$ cat config.mk
export PLATFORM = sky130hd
export DESIGN_NAME = pipelined_mul_acc
export DESIGN_NICKNAME = d
export VERILOG_FILES = /design/src/rtl/pipelined_mul_acc.sv
export SDC_FILE = /design/constraint.sdc
export NUM_CORES = 1
export LEC_CHECK = 0
export ABC_CLOCK_PERIOD_IN_PS = 7520
export BUFFER_PORTS_ARGS = -buffer_cell sky130_fd_sc_hd__buf_2
export CAP_MARGIN = 20
export CORE_MARGIN = 3
export CORE_UTILIZATION = 60
export DETAILED_ROUTE_END_ITERATION = 12
export PLACE_DENSITY_LB_ADDON = 0.25
export REMOVE_ABC_BUFFERS = 1
export SLEW_MARGIN = 20
export SYNTH_ARGS = -nofsm -noshare
export SYNTH_HDL_FRONTEND = slang
export SYNTH_SLANG_ARGS = --single-unit
$ cat constraint.sdc
create_clock -name clk -period 7.52 [get_ports clk]
set_input_delay 1.128 -clock clk [delete_from_list [all_inputs] [get_ports clk]]
set_output_delay 1.128 -clock clk [all_outputs]
set_load 0.02 [all_outputs]
$ cat src/rtl/pipelined_mul_acc.sv
// Parametrised pipelined multiplier with optional multiply-accumulate.
// The capture stage registers the operands, stage 2 forms the full product,
// the middle stages delay it, and the output stage either loads the resized
// product (MODE=0) or folds it into a wrapping accumulator (MODE=1).
module pipelined_mul_acc #(
  parameter int A_WIDTH   = 16,
  parameter int B_WIDTH   = 8,
  parameter int P_WIDTH   = 24,
  parameter int NUM_STAGE = 4,
  parameter int SIGNED    = 0,
  parameter int MODE      = 0
) (
  input  logic               clk,
  input  logic               reset,
  input  logic               ce,
  input  logic               in_valid,
  input  logic [A_WIDTH-1:0] din0,
  input  logic [B_WIDTH-1:0] din1,
  input  logic               acc_first,
  output logic [P_WIDTH-1:0] dout,
  output logic               out_valid
);

  localparam int PW = A_WIDTH + B_WIDTH;

  // Fit the full product into the result width: truncate MSBs when narrower,
  // sign- or zero-extend when wider.
  function automatic logic [P_WIDTH-1:0] resize_prod(input logic signed [PW-1:0] p);
    logic [PW+P_WIDTH-1:0] ext;
    if (SIGNED != 0) ext = {{P_WIDTH{p[PW-1]}}, p};
    else             ext = {{P_WIDTH{1'b0}}, p};
    return ext[P_WIDTH-1:0];
  endfunction

  // Accumulator update: plain modular addition, overflow wraps silently.
  function automatic logic [P_WIDTH-1:0] wrap_add(input logic [P_WIDTH-1:0] acc,
                                                  input logic [P_WIDTH-1:0] val);
    return acc + val;
  endfunction

  logic        [A_WIDTH-1:0] r_a_p1;
  logic        [B_WIDTH-1:0] r_b_p1;
  logic                      r_vld_p1;
  logic                      r_first_p1;

  logic signed [PW-1:0]      w_a_ext;
  logic signed [PW-1:0]      w_b_ext;
  logic signed [PW-1:0]      w_prod;
  logic        [P_WIDTH-1:0] w_prod_rs;

  // Index s holds the contents of pipeline stage s (2 .. NUM_STAGE-1).
  logic signed [PW-1:0]      r_prod_pn  [2:NUM_STAGE-1];
  logic                      r_vld_pn   [2:NUM_STAGE-1];
  logic                      r_first_pn [2:NUM_STAGE-1];

  logic        [P_WIDTH-1:0] r_dout;
  logic                      r_out_vld;

  // ---- stage 1 -> stage 2: operand extension and full-width product ----
  // Extending both operands to PW bits makes the low PW bits of a single
  // PW x PW multiply correct for both signed and unsigned operands.
  assign w_a_ext = (SIGNED != 0) ? $signed({{B_WIDTH{r_a_p1[A_WIDTH-1]}}, r_a_p1})
                                 : $signed({{B_WIDTH{1'b0}}, r_a_p1});
  assign w_b_ext = (SIGNED != 0) ? $signed({{A_WIDTH{r_b_p1[B_WIDTH-1]}}, r_b_p1})
                                 : $signed({{A_WIDTH{1'b0}}, r_b_p1});
  assign w_prod  = w_a_ext * w_b_ext;

  // ---- stage NUM_STAGE-1 -> output stage: resize ----
  assign w_prod_rs = resize_prod(r_prod_pn[NUM_STAGE-1]);

  // Capture operands and sample flags; acc_first only matters with a valid sample.
  always_ff @(posedge clk or negedge reset) begin
    if (!reset) begin
      r_a_p1     <= '0;
      r_b_p1     <= '0;
      r_vld_p1   <= 1'b0;
      r_first_p1 <= 1'b0;
    end else if (ce) begin
      r_a_p1     <= din0;
      r_b_p1     <= din1;
      r_vld_p1   <= in_valid;
      r_first_p1 <= acc_first & in_valid;
    end
  end

  // Register the product at stage 2, then delay product/valid/first to NUM_STAGE-1.
  always_ff @(posedge clk or negedge reset) begin
    if (!reset) begin
      for (int s = 2; s < NUM_STAGE; s++) begin
        r_prod_pn[s]  <= '0;
        r_vld_pn[s]   <= 1'b0;
        r_first_pn[s] <= 1'b0;
      end
    end else if (ce) begin
      r_prod_pn[2]  <= w_prod;
      r_vld_pn[2]   <= r_vld_p1;
      r_first_pn[2] <= r_first_p1;
      for (int s = 3; s < NUM_STAGE; s++) begin
        r_prod_pn[s]  <= r_prod_pn[s-1];
        r_vld_pn[s]   <= r_vld_pn[s-1];
        r_first_pn[s] <= r_first_pn[s-1];
      end
    end
  end

  // Output stage: load or accumulate on valid samples, hold across bubbles.
  always_ff @(posedge clk or negedge reset) begin
    if (!reset) begin
      r_dout    <= '0;
      r_out_vld <= 1'b0;
    end else if (ce) begin
      r_out_vld <= r_vld_pn[NUM_STAGE-1];
      if (r_vld_pn[NUM_STAGE-1]) begin
        if ((MODE != 0) && !r_first_pn[NUM_STAGE-1])
          r_dout <= wrap_add(r_dout, w_prod_rs);
        else
          r_dout <= w_prod_rs;
      end
    end
  end

  assign dout      = r_dout;
  assign out_valid = r_out_vld;

endmodule

# [Word level (Yosys, flattened, before mapping)]
# Cells that the tools add are included.
[classes] multipliers=1 n_reduce_logical=1
[ops] cell="$mul 16x8->24" n=1
[ops] cell="$reduce_and 2->1" n=1
[totals] register_bits=100 input_bits=29 word_cells=11

# [Longest topological paths before layout]
# Gate-level depths: netlist of the first run.
[logic_depth] depth_word=1 ltp_mapped=18 mapped_depth_nobuf=17

# [Least setup slack after synthesis of the first run]
# Ideal clock, no wire load.
[synth_timing] path_kind="reg2reg" startpoint="reg r_b_p1[2]" endpoint="reg r_prod_pn[42] in the netlist's numbering" setup_time_ps=125 arrival_time_ps=4547 setup_slack_ps=2848 stages_incl_launch_ff=18 path_buffers=1 period_less_slack_ps=4672 cell_sequence="dfrtp_1 -> clkbuf_1 -> nand2_1 -> fa_1 -> inv_1 -> fa_1 -> fa_1 -> inv_1 -> fa_1 -> inv_1 -> ha_1 -> a21o_1 -> a221oi_2 -> a21bo_2 -> a31o_4 -> a31oi_4 -> xnor2_1 -> mux2_4"
[synth_via] elab_chain_cells=1
[synth_lines] element="from (decl)" line_no="42" text="logic [B_WIDTH-1:0] r_b_p1;"
[synth_lines] element="from (signal assigned)" line_no="80" text="r_b_p1 <= din1;"
[synth_lines] element="$mul 16x8->24" line_no="66" text="assign w_prod = w_a_ext * w_b_ext;"
[synth_lines] element="to (signal, indexed assignment)" line_no="99" text="r_prod_pn[s] <= r_prod_pn[s-1];"
[synth_lines] element="to (decl)" line_no="52" text="logic signed [PW-1:0] r_prod_pn [2:NUM_STAGE-1];"
# No other way between the ends.
# A chain may end at the register's enable or synchronous reset.

# [Worst setup path in the final report of the first run]
[layout_timing] startpoint="reg r_b_p1[2]" endpoint="reg r_prod_pn[46] in the netlist's numbering"
# The elaborated chain is that of the path after synthesis.

==> results.sh, run 1 <==
export IMPL_area_growth_syn_to_fin_pct=9.231
export IMPL_vias=4979
export IMPL_core_area_um2=12360
export IMPL_fp_dieW_um=119.9
export IMPL_drt_iter0_drc=214
export IMPL_detail_route_first_pass_iterations=5
export IMPL_cp_data_required_time_ps=7710
export IMPL_cts_buffer_depth=2
export IMPL_placementRows=40
export IMPL_fillers=975
export IMPL_period_needed_ps=5083
export IMPL_hpwl_um=10380
export IMPL_tritoncts_clock_tree="done"
export IMPL_register_bit_count_reported_by_yosys=100
export IMPL_grt_start_max_net_pins=84
export IMPL_cts_inserted_buffers=9
export IMPL_worst_slew_pin_transition_ps=947.8
export IMPL_setup_total_negative_slack_ps=0
export IMPL_syn_avg_cell_area_um2=11.16
export IMPL_synth_top_area_share_pct=32.16
export IMPL_clkSlewWorstSetupHoldPaths_ps=70
export IMPL_synth_cell_types=42
export IMPL_worst_ir_drop_vdd_mv=0.3708
export IMPL_cts_hold_buffers_added=0
export IMPL_cts_max_level=3
export IMPL_global_route_overflow_total=0
export IMPL_globalRouteTotalUtil_pct=22.31
export IMPL_cts_sink_count=100
export IMPL_clk_insertion_delay_late_ps=350
export IMPL_grt_pass1_vias=5530
export IMPL_worstSetupStartpoint="r_b_p1[2]$_DFFE_PN0P_"
export IMPL_synth_ff_type="dfrtp_1"
export IMPL_postCtsSetupBuffers=0
export IMPL_final_nets=899
export IMPL_layout_commonest_cell="inv_1"
export IMPL_post_route_cell_area_um2=8498
export IMPL_max_capacitance_violation_total=0
export IMPL_power_static_leakage_nw=4.160
export IMPL_timing_final_ws_setup_ps=2437
export IMPL_global_route_wire_length_before_repair_um=25640
export IMPL_antenna_left=0
export IMPL_avgViaCountPerCell=5.447
export IMPL_dp_worst_setup_slack_ps=2493
export IMPL_setup_repair_after_global_routing_missed_its_margin="false"
export IMPL_gp_congestion=0.8633
export IMPL_average_routed_wire_per_standard_cell_um=15.35
export IMPL_design_die_area_um2=14370
export IMPL_final_hold_viol_count=0
export IMPL_ctsResizeCount=0
export IMPL_power_per_cell_area_nw_per_um2=469.5
export IMPL_number_of_endpoints_failing_setup_at_the_final_stage=0
export IMPL_antenna_diode_count=0
export IMPL_detailed_route_wl_um=14030
export IMPL_critical_path_peak_fanout=17
export IMPL_post_synth_instance_area_um2=7780
export IMPL_worst_setup_end_kind="flop"
export IMPL_placed_cell_area_um2=8182
export IMPL_synth_top_cells_by_area="dfrtp_1, fa_1, mux2_2, and2_1, ha_1"
export IMPL_synth_enable_flop_cells=0
export IMPL_timing_fmax_ghz=0.1967
export IMPL_ys_warn_count=0
export IMPL_max_slew_headroom_pct=36.81
export IMPL_timing_setup_critical_path_class="reg -> reg"
export IMPL_seq_area_frac_synth_pct=32.16
export IMPL_asyncSetResetFlopFracSynth_pct=100.0
export IMPL_worstSetupStartpointType="flop"
export IMPL_antenna_found_initial=0
export IMPL_fin_worst_skew_ps=4.796
export IMPL_rr_startpoint="r_b_p1[2]$_DFFE_PN0P_"
export IMPL_hold_start="r_prod_pn[47]$_DFFE_PN0P_"
export IMPL_final_cell_mix="inv_1, and2_1, dfrtp_1"
export IMPL_finalCritPeriodShare_pct=67.60
export IMPL_route_detailed_drc=0
export IMPL_status="complete, no violations"
export IMPL_clockRootBuffer="clkbuf_16"
export IMPL_die_y_um=119.9
export IMPL_floorplan_initialDensity_pct=62.94
export IMPL_arrival_ps=5270
export IMPL_final_max_slew_viol_count=0
export IMPL_cell_count_after_synthesis=697
export IMPL_top_level_ports=54
export IMPL_port_buffers=52
export IMPL_worst_hold_path_type="reg -> reg"
export IMPL_synth_top_area_cell="dfrtp_1"
export IMPL_drive_gt1_share_pct=22.52
metal layers:
metal,track usage [%],part of all wire (%)
met5,0,0
met4,8.160,2.2
met3,4.477,3.1
met2,38.95,51
met1,27.57,43
registers in the layout (all words and copies together) (netlist names):
name       count
dout          24
out_valid      1
r_a_p1        16
r_b_p1         8
r_prod_pn     24
r_vld_p1       1
r_vld_pn       2
w_prod_rs     24
cell usage after synthesis (3+ instances only):
cell and count:
inv_1 105, and2_1 103, dfrtp_1 100, mux2_2 90
fa_1 84, ha_1 44, nand2_1 39, clkbuf_1 21
a21oi_1 16, o21ai_0 13, nor2_1 12, xnor2_1 10
a21o_1 9, xor2_1 6, o21a_1 4, a211oi_1 3
nand3_1 3, nand4_1 3, nor3_1 3, o211ai_1 3
layout make-up:
type / count / area, um^2 / area share, %
Clock inverter: 5 / 35.03 / 0.4122
Clock buffer: 10 / 239.0 / 2.812
Multi-Input combinational cell: 470 / 4797 / 56.45
Timing Repair Buffer: 56 / 320.3 / 3.769
Tap cell: 168 / 210.2 / 2.474
Sequential cell: 100 / 2502 / 29.45
Inverter: 105 / 394.1 / 4.638
kinds of logic after synthesis:
group	count (synthesis)	synth area share, %
simple gates	168	11.79
compound gates	66	6.031
xor+xnor	16	1.801
buf+inv	127	6.176
mux	92	13.35
fa+ha+maj	128	28.69
flops	100	32.16
through the flow:
stage,hold WS (ps),power [mW],cells,util [%]
2_1_floorplan,446.2,2.966,675,-
3_3_place_gp,472.4,3.493,897,66.18
3_5_place_dp,473.5,3.560,897,66.18
4_1_cts,488.5,4.020,912,68.40
5_1_grt,511.7,4.440,914,68.74
6_report,483.8,3.990,914,68.74
power breakdown:
| part | internal (mW) | total, mW | switching (mW) |
|---|---|---|---|
| sequential | 0.756 | 0.890 | 0.134 |
| clock | 0.232 | 0.431 | 0.198 |
| combinational | 1.22 | 2.67 | 1.45 |
| total | 2.20 | 3.99 | 1.79 |
final timing paths:
check	endpoint	slack (ps)	cells after the start
min in group asynchronous	r_a_p1[4]$_DFFE_PN0P_	630	1
min	r_prod_pn[47]$_DFFE_PN0P_	480	2
max in group asynchronous	dout[21]$_DFFE_PN0P_	5970	3
max reg2reg	r_prod_pn[46]$_DFFE_PN0P_	2440	16
max	r_prod_pn[46]$_DFFE_PN0P_	2440	16
min reg2reg	r_prod_pn[47]$_DFFE_PN0P_	480	2
critical path, stage by stage (launching register included):
cell,delay (ps)
dfrtp_1,700
nand2_1,160
fa_1,560
inv_1,50
fa_1,460
fa_1,510
inv_1,50
fa_1,490
inv_1,50
ha_1,340
a21o_1,230
a221oi_2,260
a21bo_2,280
a31o_4,270
o21ai_0,210
xor2_1,210
a21oi_1,90
(Power assumes the default switching activity.)
==> run 2: changes to the inputs <==
--- a/config.mk
+++ b/config.mk
@@ -5,11 +5,11 @@
 export SDC_FILE = /design/constraint.sdc
 export NUM_CORES = 1
 export LEC_CHECK = 0
-export ABC_CLOCK_PERIOD_IN_PS = 7520
+export ABC_CLOCK_PERIOD_IN_PS = 4660
 export BUFFER_PORTS_ARGS = -buffer_cell sky130_fd_sc_hd__buf_2
 export CAP_MARGIN = 20
 export CORE_MARGIN = 3
-export CORE_UTILIZATION = 60
+export CORE_UTILIZATION = 56
 export DETAILED_ROUTE_END_ITERATION = 12
 export PLACE_DENSITY_LB_ADDON = 0.25
 export REMOVE_ABC_BUFFERS = 1
==> constraint.sdc (replaced) <==
create_clock -name clk -period 4.66 [get_ports clk]
set_input_delay 0.699 -clock clk [delete_from_list [all_inputs] [get_ports clk]]
set_output_delay 0.699 -clock clk [all_outputs]
set_load 0.02 [all_outputs]
==> run 2 against run 1 <==
Compared with the run above: critical path depth unchanged; sequential cell count unchanged; sequential share of layout area down 2.4 points; via count up 5.8%; final area up 9.6%; critical path type unchanged; critical endpoint is now r_prod_pn[42]$_DFFE_PN0P_.
==> results.sh, run 2 (same netlist as run 1, synthesis figures left out) <==
export IMPL_antenna_diode_count=0
export IMPL_hpwl_um=11750
export IMPL_critPathMaxStageDelay_ps=530
export IMPL_average_routed_wire_per_standard_cell_um=15.92
export IMPL_cts_sink_count=100
export IMPL_critical_path_top_delay_family="adder cells"
export IMPL_clockRootBuffer="clkbuf_16"
export IMPL_die_y_um=123.9
export IMPL_holdWs_ps=484.2
export IMPL_global_route_overflow_total=0
export IMPL_worstSetupStartpointType="flop"
export IMPL_cts_inserted_buffers=9
export IMPL_max_slew_headroom_pct=34.12
export IMPL_port_buffers=52
export IMPL_final_nets=961
export IMPL_vias=5269
export IMPL_crit_chain="buf_6, and2_4, fa_2, fa_1, fa_1, inv_1, fa_1, inv_2, ha_4, a21o_1, a221oi_2, a21bo_2, a31o_4, a31oi_4, xnor2_2, mux2_4"
export IMPL_cts_buffer_depth=2
export IMPL_number_of_endpoints_failing_setup_at_the_final_stage=0
export IMPL_avgViaCountPerCell=5.355
export IMPL_clk_insertion_delay_late_ps=350
export IMPL_gp_congestion=0.8397
export IMPL_layout_commonest_cell="inv_1"
export IMPL_cts_hold_buffers_added=0
export IMPL_drive_gt1_share_pct=36.39
export IMPL_design_die_area_um2=15340
export IMPL_critical_path_peak_fanout=7
export IMPL_final_max_slew_viol_count=0
export IMPL_placed_cell_area_um2=8587
export IMPL_worst_slew_pin_transition_ps=988.2
export IMPL_worstPathBufferInverterCount=3
export IMPL_timing_fmax_ghz=0.2175
export IMPL_final_cell_mix="inv_1, and2_1, dfrtp_1"
export IMPL_setup_total_negative_slack_ps=0
export IMPL_drt_iter0_drc=194
export IMPL_tritoncts_clock_tree="done"
export IMPL_finalCritPeriodShare_pct=98.66
export IMPL_floorplan_initialDensity_pct=58.06
export IMPL_clkSlewWorstSetupHoldPaths_ps=70
export IMPL_grt_pass1_vias=5937
export IMPL_status="complete, no violations"
export IMPL_path_common_cell="fa_1"
export IMPL_arrival_ps=4840
export IMPL_antenna_left=0
export IMPL_area_taken_by_multi_input_logic_gates_um2=5059
export IMPL_fillers=1032
export IMPL_final_hold_viol_count=0
export IMPL_fin_worst_skew_ps=7.543
export IMPL_detail_route_first_pass_iterations=4
export IMPL_max_capacitance_violation_total=0
export IMPL_dp_worst_setup_slack_ps=-87.24
export IMPL_timing_setup_critical_path_class="reg -> reg"
export IMPL_core_area_um2=13400
export IMPL_timing_final_ws_setup_ps=62.66
export IMPL_top_level_ports=54
export IMPL_global_route_wire_length_before_repair_um=27170
export IMPL_detailed_route_wl_um=15670
export IMPL_crit_path_top_delay_cell="fa_2"
export IMPL_cp_data_required_time_ps=4900
export IMPL_placementRows=42
export IMPL_post_route_cell_area_um2=9313
export IMPL_worst_setup_end_kind="flop"
export IMPL_seq_area_um2=2515
export IMPL_fp_dieW_um=123.9
export IMPL_globalRouteTotalUtil_pct=22.63
export IMPL_area_growth_syn_to_fin_pct=19.70
export IMPL_route_detailed_drc=0
export IMPL_worst_hold_path_type="reg -> reg"
export IMPL_period_needed_ps=4597
export IMPL_antenna_found_initial=0
export IMPL_setup_repair_after_global_routing_missed_its_margin="true"
export IMPL_cts_max_level=3
export IMPL_grt_start_max_net_pins=80
## run 2: cell count changes in the layout (fill, tap and decap cells not counted), sizes merged
cell      delta
buf         +62
bufinv       +1
clkbuf       -1
clkinv       +1
clkinvlp     -1
## run 2: layout make-up
| class | instances | area share, % |
|---|---|---|
| Multi-Input combinational cell | 470 | 54.32 |
| Sequential cell | 100 | 27.01 |
| Timing Repair Buffer | 118 | 8.760 |
| Inverter | 105 | 4.232 |
| Clock buffer | 9 | 2.418 |
| Tap cell | 176 | 2.365 |
| Clock inverter | 6 | 0.9002 |
## run 2: path summary, 6_finish.rpt
| path | endpoint | slack (ps) | cells after the start | start |
|---|---|---|---|---|
| hold / removal | r_prod_pn[47]$_DFFE_PN0P_ | 480 | 2 | r_prod_pn[47]$_DFFE_PN0P_ |
| setup reg to reg | r_prod_pn[42]$_DFFE_PN0P_ | 60 | 16 | r_b_p1[4]$_DFFE_PN0P_ |
| setup / recovery | r_prod_pn[42]$_DFFE_PN0P_ | 60 | 16 | r_b_p1[4]$_DFFE_PN0P_ |
| max in group asynchronous | r_b_p1[7]$_DFFE_PN0P_ | 3290 | 2 | reset |
| min in group asynchronous | r_b_p1[0]$_DFFE_PN0P_ | 490 | 1 | reset |
| hold reg to reg | r_prod_pn[47]$_DFFE_PN0P_ | 480 | 2 | r_prod_pn[47]$_DFFE_PN0P_ |
## run 2: worst register-to-register path: cells and delay by family, from the launching register on
kind	cells	cell delay (ps)
adder cells (fa/ha/maj)	5	2150
AO/OA/AOI/OAI	5	1160
flip-flops	1	480
multiplexers	1	260
buffers and inverters	3	250
AND/OR/NAND/NOR	1	120
XOR/XNOR	1	70
## run 2: metal layers
metal	routed length [um]	up-vias	track usage, %	part of all wire [%]
li1	-	2445	-	-
met1	6521	2710	27.68	42
met2	8376	86	41.06	53
met5	0	-	0	0
met3	459	28	3.224	2.9
met4	307	0	7.405	2.0
## run 2: repair_timing
| item | in CTS | in global routing |
|---|---|---|
| resized for setup | 13 | 75 |
| pin swaps | 5 | 39 |
| buffers inserted | 1 | 12 |
| endpoints found under the setup margin | 5 | 11 |
## run 2: per-stage QoR
stage | util, % | cells
2_1_floorplan | - | 675
3_3_place_gp | 64.08 | 956
3_5_place_dp | 64.08 | 956
4_1_cts | 66.68 | 972
5_1_grt | 69.50 | 984
6_report | 69.50 | 984
Power of run 2 is left out: the tool's default activity adds up to more than one toggle a clock period on the data nets, which glitch-free logic cannot reach.
==> run 3: changes to the inputs <==
--- a/config.mk
+++ b/config.mk
@@ -5,6 +5,7 @@
 export SDC_FILE = /design/constraint.sdc
 export NUM_CORES = 1
 export LEC_CHECK = 0
+export ABC_AREA = 1
 export ABC_CLOCK_PERIOD_IN_PS = 4660
 export BUFFER_PORTS_ARGS = -buffer_cell sky130_fd_sc_hd__buf_2
 export CAP_MARGIN = 20
==> run 3 against run 2 <==
Compared with the run above: sequential cell count is the same; core utilization decreased by 6.1 points; global-route usage is 0.66 points lower; final area decreased by 3.6%; worst hold slack got worse by 49 ps; setup slack better by 320 ps; critical endpoint is now r_prod_pn[46]$_DFFE_PN0P_; largest cell class unchanged.
==> results.sh, run 3 <==
export IMPL_max_capacitance_violation_total=0
export IMPL_drive_gt1_share_pct=8.946
export IMPL_worst_hold_path_type="in -> async"
export IMPL_finalCritPeriodShare_pct=91.81
export IMPL_tritoncts_clock_tree="done"
export IMPL_synth_ff_type="dfrtp_1"
export IMPL_placementRows=43
export IMPL_area_taken_by_multi_input_logic_gates_um2=4569
export IMPL_cts_sink_count=100
export IMPL_holdWs_ps=435.6
export IMPL_syn_avg_cell_area_um2=7.503
export IMPL_seq_area_um2=2510
export IMPL_die_y_um=127.6
export IMPL_grt_start_max_net_pins=71
export IMPL_synth_most_common_cell="nand2_1"
export IMPL_critical_path_top_delay_family="adder cells"
export IMPL_top_level_ports=54
export IMPL_setup_repair_after_global_routing_missed_its_margin="false"
export IMPL_clkSlewWorstSetupHoldPaths_ps=80
export IMPL_dp_cells=1290
export IMPL_global_route_overflow_total=0
export IMPL_cts_hold_buffers_added=0
export IMPL_cp_data_required_time_ps=4900
export IMPL_clockRootBuffer="clkbuf_16"
export IMPL_globalRouteTotalUtil_pct=21.96
export IMPL_gp_congestion=0.8525
export IMPL_cts_inserted_buffers=9
export IMPL_hpwl_um=12140
export IMPL_core_area_um2=14150
export IMPL_seq_area_frac_synth_pct=30.21
export IMPL_synth_cell_types=28
export IMPL_setup_slack_reg_to_reg_ps=380
export IMPL_worstPathBufferInverterCount=3
export IMPL_post_synth_instance_area_um2=8283
export IMPL_grt_pass1_vias=6558
export IMPL_power_per_cell_area_nw_per_um2=509.9
export IMPL_final_max_slew_viol_count=0
export IMPL_antenna_diode_count=0
export IMPL_worst_setup_end_kind="flop"
export IMPL_fp_dieW_um=127.6
export IMPL_route_detailed_drc=0
export IMPL_arrival_ps=4520
export IMPL_cts_max_level=3
export IMPL_port_buffers=52
export IMPL_clk_insertion_delay_late_ps=360
export IMPL_totalPowerFinal_mw=4.578
export IMPL_worstSetupStartpointType="flop"
export IMPL_vias=6409
export IMPL_status="complete, no violations"
export IMPL_floorplan_initialDensity_pct=58.54
export IMPL_timing_fmax_ghz=0.2337
export IMPL_average_routed_wire_per_standard_cell_um=12.30
export IMPL_fin_cells=1309
export IMPL_global_route_wire_length_before_repair_um=29170
export IMPL_power_static_leakage_nw=5.614
export IMPL_path_common_cell="nand2_1"
export IMPL_detailed_route_wl_um=16100
export IMPL_cts_buffer_depth=2
export IMPL_post_route_cell_area_um2=8977
export IMPL_final_cell_mix="nand2_1, inv_1, dfrtp_1"
export IMPL_avgViaCountPerCell=4.896
export IMPL_synth_top_cells_by_area="dfrtp_1, fa_1, nand2_1, inv_1, ha_1"
export IMPL_worst_ir_drop_vdd_mv=0.3129
export IMPL_cell_count_after_synthesis=1104
export IMPL_number_of_cell_instances_on_the_worst_register_to_register_path=18
export IMPL_number_of_endpoints_failing_setup_at_the_final_stage=0
export IMPL_setup_total_negative_slack_ps=0
export IMPL_final_hold_viol_count=0
export IMPL_antenna_left=0
export IMPL_synth_top_area_cell="dfrtp_1"
export IMPL_fillers=1271
export IMPL_ys_warn_count=0
export IMPL_final_nets=1282
export IMPL_placed_cell_area_um2=8618
export IMPL_path_depth=18
export IMPL_max_slew_headroom_pct=34.68
export IMPL_antenna_found_initial=0
export IMPL_synth_top_area_share_pct=30.21
export IMPL_leading_post_synthesis_cells_by_instance_count="nand2_1, inv_1, dfrtp_1, fa_1, o21ai_0"
export IMPL_worst_slew_pin_transition_ps=978.3
export IMPL_fin_worst_skew_ps=13.38
export IMPL_area_growth_syn_to_fin_pct=8.384
export IMPL_layout_commonest_cell="nand2_1"
export IMPL_crit_chain="nand2_1, inv_1, fa_1, fa_1, fa_1, inv_1, fa_1, inv_1, ha_1, nand2_1, nor2_2, nand2_1, nor2_1, nand2_1, nand3_1, nand2_1, nand3_1, nand2_1"
export IMPL_dp_worst_setup_slack_ps=165.0
export IMPL_synth_enable_flop_cells=0
export IMPL_post_route_util_pct=63.44
export IMPL_timing_final_ws_setup_ps=381.6
export IMPL_asyncSetResetFlopFracSynth_pct=100.0
export IMPL_period_needed_ps=4278
export IMPL_critical_path_peak_fanout=17
export IMPL_detail_route_first_pass_iterations=5
export IMPL_drt_iter0_drc=333
export IMPL_crit_path_top_delay_cell="dfrtp_2"
export IMPL_timing_setup_critical_path_class="reg -> reg"
export IMPL_design_die_area_um2=16290
export IMPL_critPathMaxStageDelay_ps=590
export IMPL_register_bit_count_reported_by_yosys=100
==> run 3: cell types whose count changed in the layout (fill, tap and decap cells not counted), sizes merged, moves of 5 or more <==
cell    delta
inv      +164
and2     -101
nand2    +369
mux2      -91
nand3     +22
buf       -55
o21ai     +45
xor2       -5
nor2      +10
nand3b     +6
a21o       -9
==> run 3: final cells by class <==
class	count	area share, %
Multi-Input combinational cell	683	50.90
Clock inverter	6	1.073
Tap cell	180	2.509
Sequential cell	100	27.96
Timing Repair Buffer	63	3.847
Inverter	268	11.21
Clock buffer	9	2.509
==> run 3: worst reg2reg max path, stage by stage, from the launching register on <==
cell,delay (ps)
dfrtp_2,590
nand2_1,90
inv_1,90
fa_1,450
fa_1,480
fa_1,550
inv_1,60
fa_1,530
inv_1,40
ha_1,390
nand2_1,140
nor2_2,160
nand2_1,100
nor2_1,120
nand2_1,100
nand3_1,100
nand2_1,50
nand3_1,60
nand2_1,60
==> run 3: power breakdown <==
group	internal, mW	total (mW)	switching, mW
sequential	1.13	1.29	0.165
clock	0.475	0.817	0.342
combinational	0.934	2.47	1.53
==> run 3: final timing paths <==
path,endpoint,from
max in group asynchronous,r_b_p1[7]$_DFFE_PN0P_,reset
min in group clk,r_vld_pn[0]$_DFFE_PN0P_,r_vld_pn[0]$_DFFE_PN0P_
worst min-delay path,dout[1]$_DFFE_PN0P_,reset
worst max-delay path,r_prod_pn[46]$_DFFE_PN0P_,r_b_p1[3]$_DFFE_PN0P_
worst max register to register,r_prod_pn[46]$_DFFE_PN0P_,r_b_p1[3]$_DFFE_PN0P_
worst min register to register,r_vld_pn[0]$_DFFE_PN0P_,r_vld_pn[0]$_DFFE_PN0P_
==> run 3: timing repair <==
item                       4_1_cts  5_1_grt
resized for setup                0        6
setup endpoints to repair        0        9
buffers inserted                 0        4
==> run 3: cell families (layout without fill, tap and decap cells) <==
logic type      count (synthesis)  in the layout  synth area share [%]
fa+ha+maj                     128            128                 26.95
simple gates                  470            470                 22.54
buf+inv                       321            346                 14.62
flops                         100            100                 30.21
compound gates                 77             77                 4.834
xor+xnor                        8              8                0.8460
==> run 3: layer usage <==
| metal | GRT usage [%] | share of wire (%) | vias up |
|---|---|---|---|
| met2 | 37.53 | 49 | 116 |
| met5 | 0 | 0 | - |
| met1 | 28.97 | 45 | 3045 |
| met4 | 6.429 | 1.6 | 0 |
| met3 | 3.721 | 4.2 | 24 |
| li1 | - | - | 3224 |
